--- src/rtl/pf_ddr4_bclk_trn_pkg.sv ---
// Shared types and constants for the BCLK training controller and its tap classifier.
package pf_ddr4_bclk_trn_pkg;

  typedef enum logic [3:0] {
    S_IDLE,
    S_LOAD,
    S_SETTLE,
    S_CLEAR,
    S_CLEAR_GAP,
    S_SAMPLE,
    S_EVAL,
    S_STEP,
    S_PARK_LOAD,
    S_PARK_SETTLE,
    S_PARK_STEP,
    S_DONE,
    S_FAIL
  } state_e;

  typedef enum logic [1:0] {
    PH_SEEK_STABLE,
    PH_SEEK_EDGE,
    PH_IN_EDGE
  } phase_e;

  localparam logic [7:0] STABLE_LO = 8'h00;
  localparam logic [7:0] STABLE_HI = 8'hFF;

  function automatic logic is_busy(input state_e s);
    return !(s inside {S_IDLE, S_DONE, S_FAIL});
  endfunction

endpackage

--- src/rtl/pf_ddr4_bclk_tap_classifier.sv ---
// Watches RX_DATA and the eye-monitor flags over one sample window and decides
// whether the current tap sits in the BCLK transition region (noisy) or not.
module pf_ddr4_bclk_tap_classifier
  import pf_ddr4_bclk_trn_pkg::*;
#(
  parameter int SAMPLE_CYCLES = 16
) (
  input  logic       clk_i,
  input  logic       rst_i,
  input  logic       sample_en_i,
  input  logic [7:0] rx_data_i,
  input  logic       early_i,
  input  logic       late_i,
  output logic       valid_o,
  output logic       noisy_o
);

  localparam int CNT_W = (SAMPLE_CYCLES > 1) ? $clog2(SAMPLE_CYCLES) : 1;
  localparam logic [CNT_W-1:0] CNT_LAST = CNT_W'(SAMPLE_CYCLES - 1);

  logic [CNT_W-1:0] cnt_q, cnt_d;
  logic [7:0]       w0_q, w0_d;
  logic             acc_q, acc_d;

  logic       first, last, hit;
  logic [7:0] w0_ref;

  assign first  = (cnt_q == '0);
  assign last   = (cnt_q == CNT_LAST);
  // On the first window cycle the live word is W0, so compare against itself.
  assign w0_ref = first ? rx_data_i : w0_q;
  assign hit    = (rx_data_i != w0_ref) | early_i | late_i |
                  (first & (rx_data_i != STABLE_LO) & (rx_data_i != STABLE_HI));

  assign valid_o = sample_en_i & last;
  assign noisy_o = (~first & acc_q) | hit;

  always_comb begin
    // NOTE: every always_comb output gets a default first so no path can infer a latch.
    cnt_d = '0;
    w0_d  = w0_q;
    acc_d = acc_q;
    if (sample_en_i) begin
      cnt_d = last ? '0 : cnt_q + 1'b1;
      acc_d = first ? hit : (acc_q | hit);
      if (first) w0_d = rx_data_i;
    end
  end

  // NOTE: sequential state uses non-blocking assignments so all flops update together.
  always_ff @(posedge clk_i or posedge rst_i) begin
    if (rst_i) begin
      cnt_q <= '0;
      w0_q  <= '0;
      acc_q <= 1'b0;
    end else begin
      cnt_q <= cnt_d;
      w0_q  <= w0_d;
      acc_q <= acc_d;
    end
  end

endmodule

--- src/rtl/pf_ddr4_bclk_training_ctrl.sv ---
// BCLK delay-line training: sweeps taps, finds the transition region, parks
// the delay line on its centre tap. All IOD-facing controls are registered.
module pf_ddr4_bclk_training_ctrl
  import pf_ddr4_bclk_trn_pkg::*;
#(
  parameter int TAP_W         = 8,
  parameter int MAX_TAPS      = 255,
  parameter int SETTLE_CYCLES = 4,
  parameter int SAMPLE_CYCLES = 16
) (
  input  logic             FAB_CLK,
  input  logic             ARST,
  input  logic             START,
  input  logic [7:0]       RX_DATA,
  input  logic             EYE_MONITOR_EARLY,
  input  logic             EYE_MONITOR_LATE,
  input  logic             DELAY_LINE_OUT_OF_RANGE,
  output logic             DELAY_LINE_LOAD,
  output logic             DELAY_LINE_MOVE,
  output logic             DELAY_LINE_DIRECTION,
  output logic             EYE_MONITOR_CLEAR_FLAGS,
  output logic             ODT_EN,
  output logic             BUSY,
  output logic             DONE,
  output logic             FAIL,
  output logic [TAP_W-1:0] EDGE0,
  output logic [TAP_W-1:0] EDGE1,
  output logic [TAP_W-1:0] FINAL_TAP
);

  localparam int               TMR_W      = $clog2(SETTLE_CYCLES + 1);
  localparam logic [TMR_W-1:0] TMR_RELOAD = TMR_W'(SETTLE_CYCLES - 1);
  localparam logic [TAP_W-1:0] TAP_LAST   = TAP_W'(MAX_TAPS);

  state_e            state_q, state_d;
  phase_e            phase_q, phase_d;
  logic [TAP_W-1:0]  tap_q, tap_d;
  logic [TAP_W-1:0]  edge0_q, edge0_d;
  logic [TAP_W-1:0]  edge1_q, edge1_d;
  logic [TAP_W-1:0]  final_q, final_d;
  logic [TAP_W-1:0]  park_q, park_d;
  logic [TMR_W-1:0]  timer_q, timer_d;
  logic              noisy_q, noisy_d;

  logic load_q, move_q, clear_q, dir_q, odt_q, busy_q, done_q, fail_q;

  logic             cls_valid, cls_noisy;
  logic             end_sweep, park_now;
  logic [TAP_W:0]   edge_sum;
  logic [TAP_W-1:0] mid_tap;

  pf_ddr4_bclk_tap_classifier #(
    .SAMPLE_CYCLES(SAMPLE_CYCLES)
  ) u_classifier (
    .clk_i      (FAB_CLK),
    .rst_i      (ARST),
    .sample_en_i(state_q == S_SAMPLE),
    .rx_data_i  (RX_DATA),
    .early_i    (EYE_MONITOR_EARLY),
    .late_i     (EYE_MONITOR_LATE),
    .valid_o    (cls_valid),
    .noisy_o    (cls_noisy)
  );

  // Sum is one bit wider so taps near the top of the range cannot overflow.
  assign edge_sum  = {1'b0, edge0_q} + {1'b0, edge1_q};
  assign mid_tap   = TAP_W'(edge_sum >> 1);
  assign end_sweep = (tap_q == TAP_LAST) | DELAY_LINE_OUT_OF_RANGE;

  always_comb begin
    state_d  = state_q;
    phase_d  = phase_q;
    tap_d    = tap_q;
    edge0_d  = edge0_q;
    edge1_d  = edge1_q;
    final_d  = final_q;
    park_d   = park_q;
    timer_d  = timer_q;
    noisy_d  = noisy_q;
    park_now = 1'b0;

    unique case (state_q)
      S_IDLE, S_DONE, S_FAIL: if (START) state_d = S_LOAD;
      S_LOAD: begin
        tap_d   = '0;
        edge0_d = '0;
        edge1_d = '0;
        final_d = '0;
        phase_d = PH_SEEK_STABLE;
        timer_d = TMR_RELOAD;
        state_d = S_SETTLE;
      end
      S_SETTLE: begin
        if (timer_q == '0) state_d = S_CLEAR;
        else               timer_d = timer_q - 1'b1;
      end
      S_CLEAR:     state_d = S_CLEAR_GAP;
      S_CLEAR_GAP: state_d = S_SAMPLE;
      S_SAMPLE: begin
        if (cls_valid) begin
          noisy_d = cls_noisy;
          state_d = S_EVAL;
        end
      end
      S_EVAL: begin
        unique case (phase_q)
          PH_SEEK_STABLE: if (!noisy_q) phase_d = PH_SEEK_EDGE;
          PH_SEEK_EDGE: begin
            if (noisy_q) begin
              edge0_d = tap_q;
              edge1_d = tap_q;
              phase_d = PH_IN_EDGE;
            end
          end
          default: begin
            if (noisy_q) edge1_d  = tap_q;
            else         park_now = 1'b1;
          end
        endcase
        // An edge still open at the end stop is parked on as-is.
        if (park_now || (end_sweep && phase_d == PH_IN_EDGE)) begin
          state_d = S_PARK_LOAD;
        end else if (end_sweep) begin
          edge0_d = '0;
          edge1_d = '0;
          final_d = '0;
          state_d = S_FAIL;
        end else begin
          state_d = S_STEP;
        end
      end
      S_STEP: begin
        tap_d   = tap_q + 1'b1;
        timer_d = TMR_RELOAD;
        state_d = S_SETTLE;
      end
      S_PARK_LOAD: begin
        final_d = mid_tap;
        park_d  = mid_tap;
        timer_d = TMR_RELOAD;
        state_d = S_PARK_SETTLE;
      end
      S_PARK_SETTLE: begin
        if (timer_q != '0)    timer_d = timer_q - 1'b1;
        else if (park_q == '0) state_d = S_DONE;
        else                  state_d = S_PARK_STEP;
      end
      S_PARK_STEP: begin
        park_d  = park_q - 1'b1;
        timer_d = TMR_RELOAD;
        state_d = S_PARK_SETTLE;
      end
      default: state_d = S_IDLE;
    endcase
  end

  always_ff @(posedge FAB_CLK or posedge ARST) begin
    if (ARST) begin
      state_q <= S_IDLE;
      phase_q <= PH_SEEK_STABLE;
      tap_q   <= '0;
      edge0_q <= '0;
      edge1_q <= '0;
      final_q <= '0;
      park_q  <= '0;
      timer_q <= '0;
      noisy_q <= 1'b0;
      load_q  <= 1'b0;
      move_q  <= 1'b0;
      clear_q <= 1'b0;
      dir_q   <= 1'b0;
      odt_q   <= 1'b0;
      busy_q  <= 1'b0;
      done_q  <= 1'b0;
      fail_q  <= 1'b0;
    end else begin
      state_q <= state_d;
      phase_q <= phase_d;
      tap_q   <= tap_d;
      edge0_q <= edge0_d;
      edge1_q <= edge1_d;
      final_q <= final_d;
      park_q  <= park_d;
      timer_q <= timer_d;
      noisy_q <= noisy_d;
      // Pulses decode the next state so each one lines up with its state cycle.
      load_q  <= (state_d == S_LOAD) || (state_d == S_PARK_LOAD);
      move_q  <= (state_d == S_STEP) || (state_d == S_PARK_STEP);
      clear_q <= (state_d == S_CLEAR);
      dir_q   <= is_busy(state_d);
      odt_q   <= is_busy(state_d);
      busy_q  <= is_busy(state_d);
      done_q  <= (state_d == S_DONE);
      fail_q  <= (state_d == S_FAIL);
    end
  end

  assign DELAY_LINE_LOAD         = load_q;
  assign DELAY_LINE_MOVE         = move_q;
  assign DELAY_LINE_DIRECTION    = dir_q;
  assign EYE_MONITOR_CLEAR_FLAGS = clear_q;
  assign ODT_EN                  = odt_q;
  assign BUSY                    = busy_q;
  assign DONE                    = done_q;
  assign FAIL                    = fail_q;
  assign EDGE0                   = edge0_q;
  assign EDGE1                   = edge1_q;
  assign FINAL_TAP               = final_q;

endmodule

--- config.mk ---
export PLATFORM = sky130hd
export DESIGN_NAME = pf_ddr4_bclk_training_ctrl
export DESIGN_NICKNAME = d
export VERILOG_FILES = /design/src/rtl/pf_ddr4_bclk_trn_pkg.sv /design/src/rtl/pf_ddr4_bclk_tap_classifier.sv /design/src/rtl/pf_ddr4_bclk_training_ctrl.sv
export SDC_FILE = /design/constraint.sdc
export NUM_CORES = 1
export LEC_CHECK = 0
export ABC_AREA = 1
export CAP_MARGIN = 20
export CORE_AREA = 2 2 93 140
export CTS_CLUSTER_SIZE = 24
export DETAILED_ROUTE_END_ITERATION = 8
export DIE_AREA = 0 0 95 142
export PLACE_DENSITY = 0.61
export SLEW_MARGIN = 20
export SYNTH_ARGS = -nofsm -noshare
export SYNTH_HDL_FRONTEND = slang
export SYNTH_SLANG_ARGS = --single-unit
--- constraint.sdc ---
create_clock -name FAB_CLK -period 5.8 [get_ports FAB_CLK]
set_input_delay 1.45 -clock FAB_CLK [delete_from_list [all_inputs] [get_ports FAB_CLK]]
set_output_delay 1.45 -clock FAB_CLK [all_outputs]
set_load 0.03 [all_outputs]
# Word level (Yosys, flattened, before mapping)
# Cells that the tools add are included.
# word_totals
out_inout_bits	32
regBits	69
input_bits	14
# op_classes
reduce_logical	27
n_mux	38
addsub	5
bitwise	11
eq_ne	29
# ops
op	count
8-bit 2-to-1 mux	11
8-bit one-hot mux with 2 select lines	4
4-bit equality test (second input constant)	10
4-bit one-hot mux with 9 select lines	1
4-bit 2-to-1 mux	8
8-bit one-hot mux with 3 select lines	1
4-bit by 3-bit equality test with 1-bit output (second input constant)	5
4-bit by 2-bit equality test with 1-bit output (second input constant)	3
4-bit zero test	3
3-bit nonzero test	4
8-bit by 8-bit adder with 9-bit output	1
3-bit one-hot mux with 3 select lines	1
8-bit by 1-bit adder with 8-bit output (second input constant)	1
4-bit by 1-bit equality test with 1-bit output (second input constant)	2
8-bit equality test (second input constant)	1
8-bit zero test	1
2-bit != test (second input constant)	4
8-bit != test	1
8-bit != test (second input constant)	1
2-bit one-hot mux with 2 select lines	2
8-bit nonzero test	1
8-bit by 1-bit subtractor with 8-bit output (second input constant)	1
2-bit 2-to-1 mux	3
3-bit 2-to-1 mux	2
19 further kinds	38

# Logic depth before layout (Yosys ltp)
# depth
word_depth	11
mapped_depth	12

# By module
# From an unflattened synthesis, not the netlist that was laid out.
# unflattened
cells_unflattened	544
hier_area_um2	4053.9
# by_module_without_submodules
module	area_per_inst_um2	cells_each	n_inst	seq_area_each_um2
pf_ddr4_bclk_training_ctrl	3219.3	425	1	1401.3
pf_ddr4_bclk_tap_classifier	834.6	119	1	325.3

# Worst setup path before layout
# Ideal clock, no wire load.
# synth_path
kind	in2reg
startpoint	input port DELAY_LINE_OUT_OF_RANGE
endpoint	register final_q[3], in the netlist FINAL_TAP[3]
setup_slack_ns	3.606
arrival_ns	2.111
t_required_ns	5.717
stages	7
setup_time_ns	0.083
path_buffers	0
cell_sequence	inv_1 nand3_1 nand3_1 nand2_2 a21oi_4 nand2_1 o21ai_0
# synth_via
elab_chain_len	5
# synth_rtl
item	line	source
start: declaration	pf_ddr4_bclk_training_ctrl.sv:17	input logic DELAY_LINE_OUT_OF_RANGE,
1-bit OR (*)	pf_ddr4_bclk_training_ctrl.sv:68	assign end_sweep = (tap_q == TAP_LAST) | DELAY_LINE_OUT_OF_RANGE;
1-bit logical AND	pf_ddr4_bclk_training_ctrl.sv:121	if (park_now || (end_sweep && phase_d == PH_IN_EDGE)) begin
1-bit logical OR	pf_ddr4_bclk_training_ctrl.sv:121	
2-bit != test (no line)	n/a	
3-bit AND reduction (no line) (*)	n/a	
end signal: assignment	pf_ddr4_bclk_training_ctrl.sv:182	final_q <= final_d;
end: declaration	pf_ddr4_bclk_training_ctrl.sv:40	logic [TAP_W-1:0] final_q, final_d;
# Mark *: on every way between the ends. The rest lies on a longest branch, timed or not.
# A chain may end at the register's enable or synchronous reset.

# Worst setup path in the final report
# layout_path
startpoint	register edge1_q[1], in the netlist EDGE1[1]
endpoint	output port EDGE1[1]
# layout_lines
item	line	source
start: declaration	pf_ddr4_bclk_training_ctrl.sv:39	logic [TAP_W-1:0] edge1_q, edge1_d;
start signal: assignment	pf_ddr4_bclk_training_ctrl.sv:181	edge1_q <= edge1_d;
end: declaration	pf_ddr4_bclk_training_ctrl.sv:27	output logic [TAP_W-1:0] EDGE1,
# No word-level cell between the ends.

==> flow_summary.json <==
{
  "fin_skew_ns": 0.006120,
  "netlist-cell-type-count": 43,
  "synth-simple-area-share_pct": 26.58,
  "antenna_left": 0,
  "setup_tns_ns": 0,
  "finalSetupViolations": 0,
  "outcome": "finished, final reports clean",
  "crit_arrival_ns": 1.53,
  "ff2ff_path_depth": 8,
  "first_pass_iters": 4,
  "slew_headroom_pct": 50.36,
  "portBuffers": 45,
  "pre_cts_ws_ns": 2.860,
  "critPathMaxFanout": 5,
  "path_buf_inv": 1,
  "ys_seq_elements": 69,
  "grt-ovfl-total": 0,
  "cts_buffer_depth": 2,
  "clk_pin_slew_ns": 0.06,
  "clock_latency_ns": 0.33,
  "power_density_nw_per_um2": 413.6,
  "pin_count": 46,
  "synth_commonest_cells": "135 x nand2_1, 72 x inv_1, 69 x dfrtp_1",
  "synth-xor-area-share_pct": 1.536,
  "start_kind": "register",
  "synth_edf_count": 0,
  "postCtsHoldBufs": 0,
  "multi_input_area_um2": 1939,
  "initial_core_util_pct": 32.39,
  "avgSynthCellArea_um2": 7.632,
  "n_fill_cell": 1256,
  "cp_data_required_time_ns": 4.35,
  "die_w_um": 95,
  "synth_most_common_cell": "nand2_1",
  "finalNetCount": 602,
  "grt_first_pass_wirelength_um": 16770,
  "grt_setup_unrepaired": "false",
  "ir_drop_mv": 0.1756,
  "drtIter0Drc": 219,
  "async_flop_share_pct": 100.0,
  "hold_viol": 0,
  "tritoncts.num_buffers": 9,
  "whs_path_depth": 2,
  "cts_tree": "done",
  "avgViaCountPerCell": 4.958,
  "synth-compound-area-share_pct": 15.02,
  "finalWirelength_um": 9850,
  "syn2layout_area_growth_pct": 23.76,
  "vias": 3639,
  "crit_chain": "clkdlybuf4s50_1",
  "grt_pass1_vias": 3563,
  "synth_seq_area_share_pct": 43.26,
  "finalCriticalPeriod_ns": 2.982,
  "fmax_mhz": 335.3,
  "row_count": 50,
  "cpPeakStageDelay_ns": 0.73,
  "synthTopCellsByArea": "dfrtp_1 43%, nand2_1 13%, inv_1 6.8%",
  "cp_slowest_cell": "clkdlybuf4s50_1",
  "netlist_instances": 523,
  "drc": 0,
  "cts_setup_buffers": 0,
  "htree_levels": 3,
  "layout_setup_ws_ns": 2.818,
  "core_um2": 12320,
  "crit_family": "buffers and inverters",
  "cap_violations": 0,
  "yosysTopAreaCell": "dfrtp_1",
  "synth_nets": 552,
  "cts-resized-gates": 0,
  "yosys_warnings": 0,
  "criticalPathCategory": "reg -> out",
  "leakagePower_nw": 2.393,
  "grtUsageTotal_pct": 15.78,
  "wire_per_inst_um": 13.42,
  "antenna_found_initial": 0,
  "cts.sinks": 69,
  "die_y_um": 142,
  "regArea_um2": 1727,
  "grt_max_degree": 37,
  "worstSetupEndpointType": "primary output",
  "hpwl_um": 7540,
  "period_share_pct": 51.42,
  "dieArea_um2": 13490,
  "synth.area.mux_share_pct": 0.5643,
  "clockRootBuffer": "clkbuf_16",
  "slew_viol_final": 0,
  "synthFlopType": "dfrtp_1",
  "synth_fa_ha_area_share_pct": 4.890,
  "cp.depth": 1,
  "worst_pin_slew_ns": 0.7434,
  "num_antenna_cells": 0,
  "routabilityCongestion": 0.8278,
  "synth_top_family_by_area": "simple AND/OR/NAND/NOR gates",
  "yosysTopAreaCellShare_pct": 43.26,
  "hp-class": "reg -> reg",
  "synth_area_um2": 3991,
  "drive_above_1_share_pct": 7.093
}
-- kinds of logic (layout without fill, tap and decap cells) --
group,count (synthesis),count (layout)
AO/OA/AOI/OAI,103,103
XOR/XNOR,7,7
adder cells (fa/ha/maj),15,15
buffers and inverters,82,137
flip-flops,69,69
multiplexers,2,2
AND/OR/NAND/NOR,245,245
-- per-layer routing --
metal	up-vias	GRT usage (%)	share of wire, %
li1	1817	-	-
met1	1730	19.04	42
met2	73	26.09	52
met3	19	3.761	3.0
met4	0	7.704	3.3
met5	-	0	0
-- power by group --
| part | internal [W] | switching (W) | total (W) |
|---|---|---|---|
| sequential | 0.000584 | 0.0000832 | 0.000667 |
| combinational | 0.000260 | 0.000493 | 0.000753 |
| clock | 0.000418 | 0.000206 | 0.000624 |
-- area by class of cell --
| class | instances | share of cell area, % |
|---|---|---|
| multi-input combinational | 372 | 39.26 |
| sequential | 69 | 34.95 |
| timing repair buffer | 46 | 9.271 |
| inverter | 75 | 5.699 |
| clock buffer | 9 | 4.559 |
| tap | 156 | 3.951 |
| clock inverter | 7 | 2.305 |
-- per-stage QoR --
stage / util (%) / cells / total power [W] / instance area [um2] / hold WS, ns
after global routing: 40.08 / 734 / 0.002212 / 4940 / 0.4876
after detailed placement: 37.33 / 718 / 0.001424 / 4601 / 0.4546
after global placement: 37.33 / 718 / 0.001405 / 4601 / 0.4537
after floorplan: - / 523 / 0.001252 / 3991 / 0.4304
after CTS: 40.08 / 734 / 0.002061 / 4940 / 0.4705
final: 40.08 / 734 / 0.002043 / 4940 / 0.4715
-- layout by cell type, fill, tap and decap left out, types with 2 or more instances in the layout --
cell and n:
a31oi_1 2, o32ai_1 2, inv_2 4, nor2_2 5, clkinv_2 3, nor2_1 51, nand2_2 5, nor3_1 3
o22ai_1 17, o21ai_0 49, xnor2_1 3, o211ai_1 3, xor2_1 4, inv_1 71, o21ai_1 2, ha_1 14
nand2_1 135, mux2_2 2, bufinv_16 3, clkdlybuf4s50_1 45, o21a_1 2, dfrtp_1 69, nand3_1 29, o221ai_1 2
nand3_2 2, a21oi_1 16, clkbuf_16 9, nand4_1 9
-- worst paths after layout --
check	slack, ns	end	start
worst max-delay path	2.82	EDGE1[1]	EDGE1[1]$_DFFE_PP0P_
worst min-delay path	0.47	FINAL_TAP[0]$_DFFE_PP0P_	FINAL_TAP[0]$_DFFE_PP0P_
worst max register to register	3.80	FINAL_TAP[3]$_DFFE_PP0P_	state_q[1]$_DFF_PP0_
worst min register to register	0.47	FINAL_TAP[0]$_DFFE_PP0P_	FINAL_TAP[0]$_DFFE_PP0P_
max in group asynchronous	3.30	tap_q[5]$_DFFE_PP0P_	ARST
min in group asynchronous	1.57	u_classifier.w0_q[0]$_DFFE_PP0P_	ARST
-- state kept, by name, indices dropped and copies added, names as in the netlist, 2 cells and up --
name                flops
FINAL_TAP               8
EDGE0                   8
u_classifier.w0_q       8
state_q                 4
timer_q                 3
tap_q                   8
EDGE1                   8
u_classifier.cnt_q      4
park_q                  8
phase_q                 2
Note: power is estimated with default switching activity, not from simulation.
